File: src/rtl/skinny_sbox_layer_seq.sv
// Serial SubCells sequencer for a 3-share masked SKINNY-64 round. It feeds one
// nibble per cycle into an external LAT-stage shared S-box and reassembles its outputs.
module skinny_sbox_layer_seq #(
  parameter int CELLS = 16,
  parameter int LAT   = 4
) (
  input  logic                 clk,
  input  logic                 rst_i,
  input  logic                 start_i,
  input  logic [4*CELLS-1:0]   st_in1_i,
  input  logic [4*CELLS-1:0]   st_in2_i,
  input  logic [4*CELLS-1:0]   st_in3_i,
  input  logic [31:0]          rand_i,
  output logic                 busy_o,
  output logic                 done_o,
  output logic [4*CELLS-1:0]   st_out1_o,
  output logic [4*CELLS-1:0]   st_out2_o,
  output logic [4*CELLS-1:0]   st_out3_o,
  output logic [3:0]           sb_in1_o,
  output logic [3:0]           sb_in2_o,
  output logic [3:0]           sb_in3_o,
  output logic [23:0]          sb_r_o,
  output logic [7:0]           sb_rc_o,
  input  logic [3:0]           sb_out1_i,
  input  logic [3:0]           sb_out2_i,
  input  logic [3:0]           sb_out3_i
);

  localparam int W  = 4 * CELLS;
  localparam int CW = $clog2(CELLS + LAT + 1);
  localparam int IW = $clog2(CELLS);

  localparam logic [CW-1:0] CELLS_C = CW'(CELLS);
  localparam logic [CW-1:0] LAT_C   = CW'(LAT);
  localparam logic [CW-1:0] LAST_C  = CW'(CELLS + LAT - 1);

  typedef enum logic [1:0] {IDLE, RUN, DONE} state_t;

  state_t          state;
  logic [CW-1:0]   cnt;
  logic [W-1:0]    sh1, sh2, sh3;

  logic            present;
  logic            capture;
  logic [IW-1:0]   in_idx;
  logic [IW-1:0]   cap_idx;
  logic [IW+1:0]   in_off;
  logic [IW+1:0]   cap_off;

  // Nibble cnt goes out in cycle cnt; its S-box result returns LAT cycles later.
  assign present = (state == RUN) && (cnt < CELLS_C);
  assign capture = (state == RUN) && (cnt >= LAT_C);
  assign in_idx  = IW'(cnt);
  assign cap_idx = IW'(cnt - LAT_C);
  assign in_off  = {in_idx, 2'b00};
  assign cap_off = {cap_idx, 2'b00};

  // Each share index has its own datapath; shares never mix here.
  assign sb_in1_o = present ? sh1[in_off +: 4] : 4'h0;
  assign sb_in2_o = present ? sh2[in_off +: 4] : 4'h0;
  assign sb_in3_o = present ? sh3[in_off +: 4] : 4'h0;

  assign sb_r_o  = rand_i[23:0];
  assign sb_rc_o = rand_i[31:24];

  always_ff @(posedge clk) begin
    if (rst_i) begin
      state     <= IDLE;
      cnt       <= '0;
      busy_o    <= 1'b0;
      done_o    <= 1'b0;
      sh1       <= '0;
      sh2       <= '0;
      sh3       <= '0;
      st_out1_o <= '0;
      st_out2_o <= '0;
      st_out3_o <= '0;
    end else begin
      case (state)
        IDLE: begin
          done_o <= 1'b0;
          if (start_i) begin
            sh1    <= st_in1_i;
            sh2    <= st_in2_i;
            sh3    <= st_in3_i;
            cnt    <= '0;
            busy_o <= 1'b1;
            state  <= RUN;
          end
        end
        RUN: begin
          cnt <= cnt + CW'(1);
          if (capture) begin
            st_out1_o[cap_off +: 4] <= sb_out1_i;
            st_out2_o[cap_off +: 4] <= sb_out2_i;
            st_out3_o[cap_off +: 4] <= sb_out3_i;
          end
          if (cnt == LAST_C) begin
            busy_o <= 1'b0;
            done_o <= 1'b1;
            state  <= DONE;
          end
        end
        DONE: begin
          done_o <= 1'b0;
          state  <= IDLE;
        end
        default: begin
          busy_o <= 1'b0;
          done_o <= 1'b0;
          state  <= IDLE;
        end
      endcase
    end
  end

endmodule
File: config.mk
export PLATFORM = sky130hd
export DESIGN_NAME = skinny_sbox_layer_seq
export DESIGN_NICKNAME = d
export VERILOG_FILES = /design/src/rtl/skinny_sbox_layer_seq.sv
export SDC_FILE = /design/constraint.sdc
export NUM_CORES = 1
export LEC_CHECK = 0
export CORE_MARGIN = 2
export CORE_UTILIZATION = 43
export CTS_BUF_LIST = sky130_fd_sc_hd__clkbuf_4 sky130_fd_sc_hd__clkbuf_8 sky130_fd_sc_hd__clkbuf_16
export CTS_CLUSTER_DIAMETER = 60
export DETAILED_ROUTE_END_ITERATION = 8
export PLACE_DENSITY_LB_ADDON = 0.25
export SETUP_SLACK_MARGIN = 0.3
export SYNTH_ARGS = -nofsm -noshare
export SYNTH_HDL_FRONTEND = slang
export SYNTH_SLANG_ARGS = --single-unit
File: constraint.sdc
create_clock -name clk -period 5.1 [get_ports clk]
set_input_delay 0.51 -clock clk [delete_from_list [all_inputs] [get_ports clk]]
set_output_delay 0.51 -clock clk [all_outputs]
set_load 0.1 [all_outputs]
# Yosys cells after proc, flatten, opt, wreduce, memory -nomap -nowiden
# Cells that the tools add are included.
# totals
register_bits,393
inputBits,239
output_inout_bits,238
wordCells,53
# classes
add_sub_neg,3
n_eq_ne,5
muxes,14
shifts,7
n_bitwise,2
order_cmp,2
n_reduce_logical,10
# ops
cell,n
bitwise mux 64 bit,3
indexed part select 4 x 8 -> 64 bit,3
indexed part select 64 x 7 -> 4 bit,3
variable shift 4 x 8 -> 64 bit (first input constant),1
two-way mux 4 bit,3
case mux 5 bit (2 select lines),1
negator 6 -> 8 bit,1
AND reduction 2 bit,4
adder 5 x 1 -> 5 bit (second input constant),1
equality test 5 bit (second input constant),1
>= comparator 5 x 3 -> 1 bit (second input constant),1
< comparator 5 bit (second input constant),1
two-way mux 5 bit,1
two-way mux 2 bit,2
case mux 2 bit (2 select lines),1
subtractor 4 x 3 -> 4 bit (second input constant),1
case mux 1 bit (3 select lines),1
AND reduction 3 bit,1
equality test 2 x 1 -> 1 bit (second input constant),1
equality test 2 bit (second input constant),1
logical AND 1 bit,2
logical NOT 2 bit,1
two-way mux 1 bit,2
inequality test 2 x 1 -> 1 bit (second input constant),1
other kinds (4),5

# Longest topological paths before layout
# logic_depth
word_depth,4
depth_mapped,11
depth_no_buf,6

# Worst setup path after synthesis
# No wires, ideal clock.
# synth_path
path_type,register to output
start,reg cnt[1]
end,out sb_in2_o[1]
path_buffers,3
arrival_time_ns,3.016
path_stages_with_launch,7
setup_slack_ns,1.574
required_time_ns,4.590
cell_sequence,dfxtp_1 buf_4 clkbuf_1 buf_1 mux4_2 mux2i_1 o22ai_1
# synth_between
elab_chain_cells,3
word_cells_on_any_way,4
classes_between,1 x order compare; 1 x shift; 1 x mux; 1 x reduce/logical
# synth_rtl
element,line_no,rtl
start: declaration,40,logic [CW-1:0] cnt;
start signal: assignment,92,cnt <= cnt + CW'(1);
"parallel branches: the longest is 2 deep, another holds indexed part select 64 x 7 -> 4 bit",-,
two-way mux 4 bit (*),60,assign sb_in2_o = present ? sh2[in_off +: 4] : 4'h0;
end: declaration,20,"output logic [3:0] sb_in2_o,"
# Mark *: on every way between the ends.

# Final worst setup path
# layout_path
start,reg cnt[2]
end,reg st_out1_o[54]
# layout_between
elab_chain_cells,4
word_cells_on_any_way,8
classes_between,2 x add/sub; 1 x order compare; 2 x shift; 1 x mux; 2 x reduce/logical
# layout_rtl
element,line_no,rtl
subtractor 4 x 3 -> 4 bit,54,assign cap_idx = IW'(cnt - LAT_C);
negator 6 -> 8 bit,94,st_out1_o[cap_off +: 4] <= sb_out1_i;
indexed part select 4 x 8 -> 64 bit or variable shift 4 x 8 -> 64 bit (tied branches),94,
bitwise mux 64 bit,94,
end signal: indexed assignment,94,
end: declaration,16,"output logic [4*CELLS-1:0] st_out1_o,"
# Several ways; a longest one is shown, not always the timed one.
# A chain may end at the register's enable or synchronous reset.

==> flow_summary.json <==
{
  "status": "finished, final reports clean",
  "critical_path_required_ns": 5.53,
  "synth.avg_cell_area_um2": 9.55,
  "power_frac_seq_pct": 45.5,
  "grt_usage_pct": 23.4,
  "first_global_vias": 13000,
  "holdWs_ns": 0.451,
  "post_route_cells_drive_above_1_share_pct": 8.47,
  "drt_first_iter_violations": 700,
  "finalSetupViolations": 0,
  "synth_edf_count": 0,
  "grt_max_degree": 220,
  "cts.hold.buffers_added": 0,
  "worstMarginPinSlew_ns": 1.16,
  "timing.final.max_slew_violations": 0,
  "pin_count": 477,
  "fillCellCount": 3287,
  "worst_hold_path_type": "reg -> reg",
  "fin_skew_ns": 0.0224,
  "worst_ep_arrival_time_ns": 4.16,
  "clock_network_power_share_pct": 45.4,
  "switching_part_of_the_total_power_pct": 23.2,
  "worst-path-buf-inv": 2,
  "critical_path.slowest_cell": "nand4_1",
  "post-route-min-period_ns": 3.73,
  "synth.yosys.seq_area_share_pct": 47.8,
  "multi_input_gate_area_um2": 7790,
  "clock_sinks": 393,
  "irDropWorstVdd_v": 0.000212,
  "die-area_um2": 39900,
  "num_rows": 71,
  "synth.ff_latch_count": 393,
  "cts_buffers": 43,
  "critical-path-max-stage-delay_ns": 0.92,
  "clock_tree_from_tritoncts": "built",
  "source_to_sink_clock_delay_at_the_later_pin_of_the_worst_skew_pair_ns": 0.53,
  "asyncSetResetFlopFracSynth_pct": 0,
  "post_synth_instance_area_um2": 16500,
  "power.total_w": 0.00707,
  "detailed_place_hpwl_mm": 33.8,
  "area_growth_pct": 33.9,
  "post_cts_resized": 0,
  "slew_headroom_pct": 22.6,
  "mappedNetlistNets": 1970,
  "ys.flop_type": "dfxtp_1",
  "drt-vias-per-instance": 5.13,
  "final_critical_path_setup_slack_ns": 1.37,
  "cp_cell_sequence": "buf_4 > clkinv_1 > ha_1 > xnor2_1 > nand4_1 > mux2i_1",
  "antenna_left": 0,
  "route.final.wire_length_mm": 47.8,
  "setup-tns-final_ns": 0,
  "die-height_um": 200,
  "setup.worst_path.end_class": "flip-flop",
  "pre_cts_ws_ns": 1.33,
  "final_core_utilization_pct": 58.5,
  "synth_cell_types": 40,
  "start_util_pct": 43.7,
  "antenna_violations_before_repair": 4,
  "timing_hold_violations_final": 0,
  "global_route.overflow_total": 0,
  "syn-instance-count": 1725,
  "gpl.final_weighted_congestion": 0.821,
  "setup_fix_bufs_post_cts": 0,
  "cts.path.max_buffers": 3,
  "grt_pass1_wl_mm": 72.8,
  "port-buffer-count": 412,
  "power_density_nw_per_um2": 321,
  "routedWlPerCell_um": 18.5,
  "worstSetupStartpointType": "flip-flop",
  "p_int_w": 0.00543,
  "detail_route.first_pass.iterations": 5,
  "ctsRootBufferMaster": "clkbuf_16",
  "critical_path_class": "reg -> reg",
  "fin_crit_sh_pct": 73.1,
  "yosys_warns": 0,
  "finalNetCount": 2277,
  "critical_path.top_delay_family": "simple AND/OR/NAND/NOR gates",
  "timing.critical_path.fanout_max": 18,
  "vias": 13200,
  "static-leakage-power_nw": 8.97,
  "remaining_drcs": 0,
  "fp.coreArea_um2": 37700,
  "clkTransAtPathRegs_ns": 0.06,
  "die_w_um": 200,
  "drv.max_cap_violation_count": 0,
  "grt_setup_unrepaired": "no",
  "layout.area.seq_um2": 7870,
  "achievable-frequency_mhz": 268,
  "power.net_switching_w": 0.00164,
  "power.combinational.fraction_pct": 9.1,
  "htree_num_levels": 2
}
## synth_stat cells, drive strengths merged, types with 5 or more instances
cell    count  area (um^2)
a21oi     196          981
buf        69          468
clkbuf     93          349
dfxtp     393         7870
ha          6         75.1
inv         5         18.8
mux2i     215         2150
mux4       48         1080
nand2     410         1540
nand2b    192         1200
nand3       9         50.1
nand4      13          201
nand4b      6         52.6
nor2       23         86.3
nor3        8         40.0
o22ai      12         75.1
## sequential cells by signal (all words and copies together) (netlist names)
register	cells
busy_o	1
cnt	5
st_out2_o	64
done_o	1
st_out3_o	64
sh1	64
st_out1_o	64
sh2	64
state	2
sh3	64
## power groups by stage
stage	clock network, W	registers [W]	logic, W
after floorplan	0	0.00327	0.000488
after global placement	0	0.00328	0.000634
after detailed placement	0	0.00329	0.000643
after CTS	0.00328	0.00322	0.000645
after global routing	0.00339	0.00323	0.000696
final	0.00321	0.00322	0.000640
## per-stage QoR
step | instance area (um^2) | std cells
2_1_floorplan | 16500 | 1725
3_3_place_gp | 20500 | 2498
5_1_grt | 22000 | 2578
6_report | 22000 | 2578
3_5_place_dp | 20500 | 2498
4_1_cts | 22000 | 2576
## final cells by class
| cell class | instances | area share (%) |
|---|---|---|
| sequential | 393 | 35.7 |
| clock buffer | 62 | 6.00 |
| timing repair buffer | 424 | 19.1 |
| inverter | 6 | 0.102 |
| antenna | 2 | 0.0227 |
| tap | 511 | 2.90 |
| multi-input combinational | 1164 | 35.4 |
| clock inverter | 16 | 0.806 |
## worst paths after layout
| kind | from | to | slack [ns] | cells past startpoint |
|---|---|---|---|---|
| worst max-delay path | cnt[2] | st_out1_o[54] | 1.37 | 6 |
| worst min-delay path | sh1[62] | sh1[62] | 0.45 | 2 |
| worst max register to register | cnt[2] | st_out1_o[54] | 1.37 | 6 |
| worst min register to register | sh1[62] | sh1[62] | 0.45 | 2 |
## logic make-up (layout without fill, tap and decap cells)
group,count (synthesis),in the layout,share of synthesized area (%)
buf+inv,168,508,5.10
flops,393,393,47.8
mux,265,265,19.8
xor+xnor,5,5,0.266
compound gates,214,214,6.81
simple gates,674,674,19.8
fa+ha+maj,6,6,0.456
other cells,0,2,0
## routing by layer
layer / wire length, um / share of wire [%] / vias up / track usage (%)
li1: - / - / 6390 / -
met1: 20300 / 43 / 6305 / 30.2
met2: 22600 / 47 / 453 / 39.1
met3: 3510 / 7.4 / 76 / 4.73
met4: 1290 / 2.7 / 2 / 7.71
met5: 13 / 0.027 / - / 0
## worst min-delay path: stages, from the launching register on
cell     delay [ns]
dfxtp_1        0.30
nand2_1        0.05
a21oi_1        0.05
## cell usage in the layout, fill, tap and decap left out, types with 3 or more instances in the layout
master           synthesis  final
clkinvlp_4               0      3
nand4b_1                 6      6
dfxtp_1                393    390
o22ai_1                 12     12
clkinv_2                 0      6
inv_1                    4      4
buf_4                   36     22
a21oi_1                196    196
nor3_1                   8      6
nand4_4                  8      8
ha_1                     6      6
bufinv_16                0      3
and3_1                   3      3
nand2_1                410    410
nand4_1                  5      5
nand3_1                  8      8
clkdlybuf4s50_1          0    399
clkbuf_4                 0      6
clkbuf_16                0     45
mux2i_1                215    215
nand2b_1               192    192
mux4_2                  48     48
nor2_1                  23     23
clkbuf_8                 0     11
No activity file was read; power rests on OpenSTA's default activity.
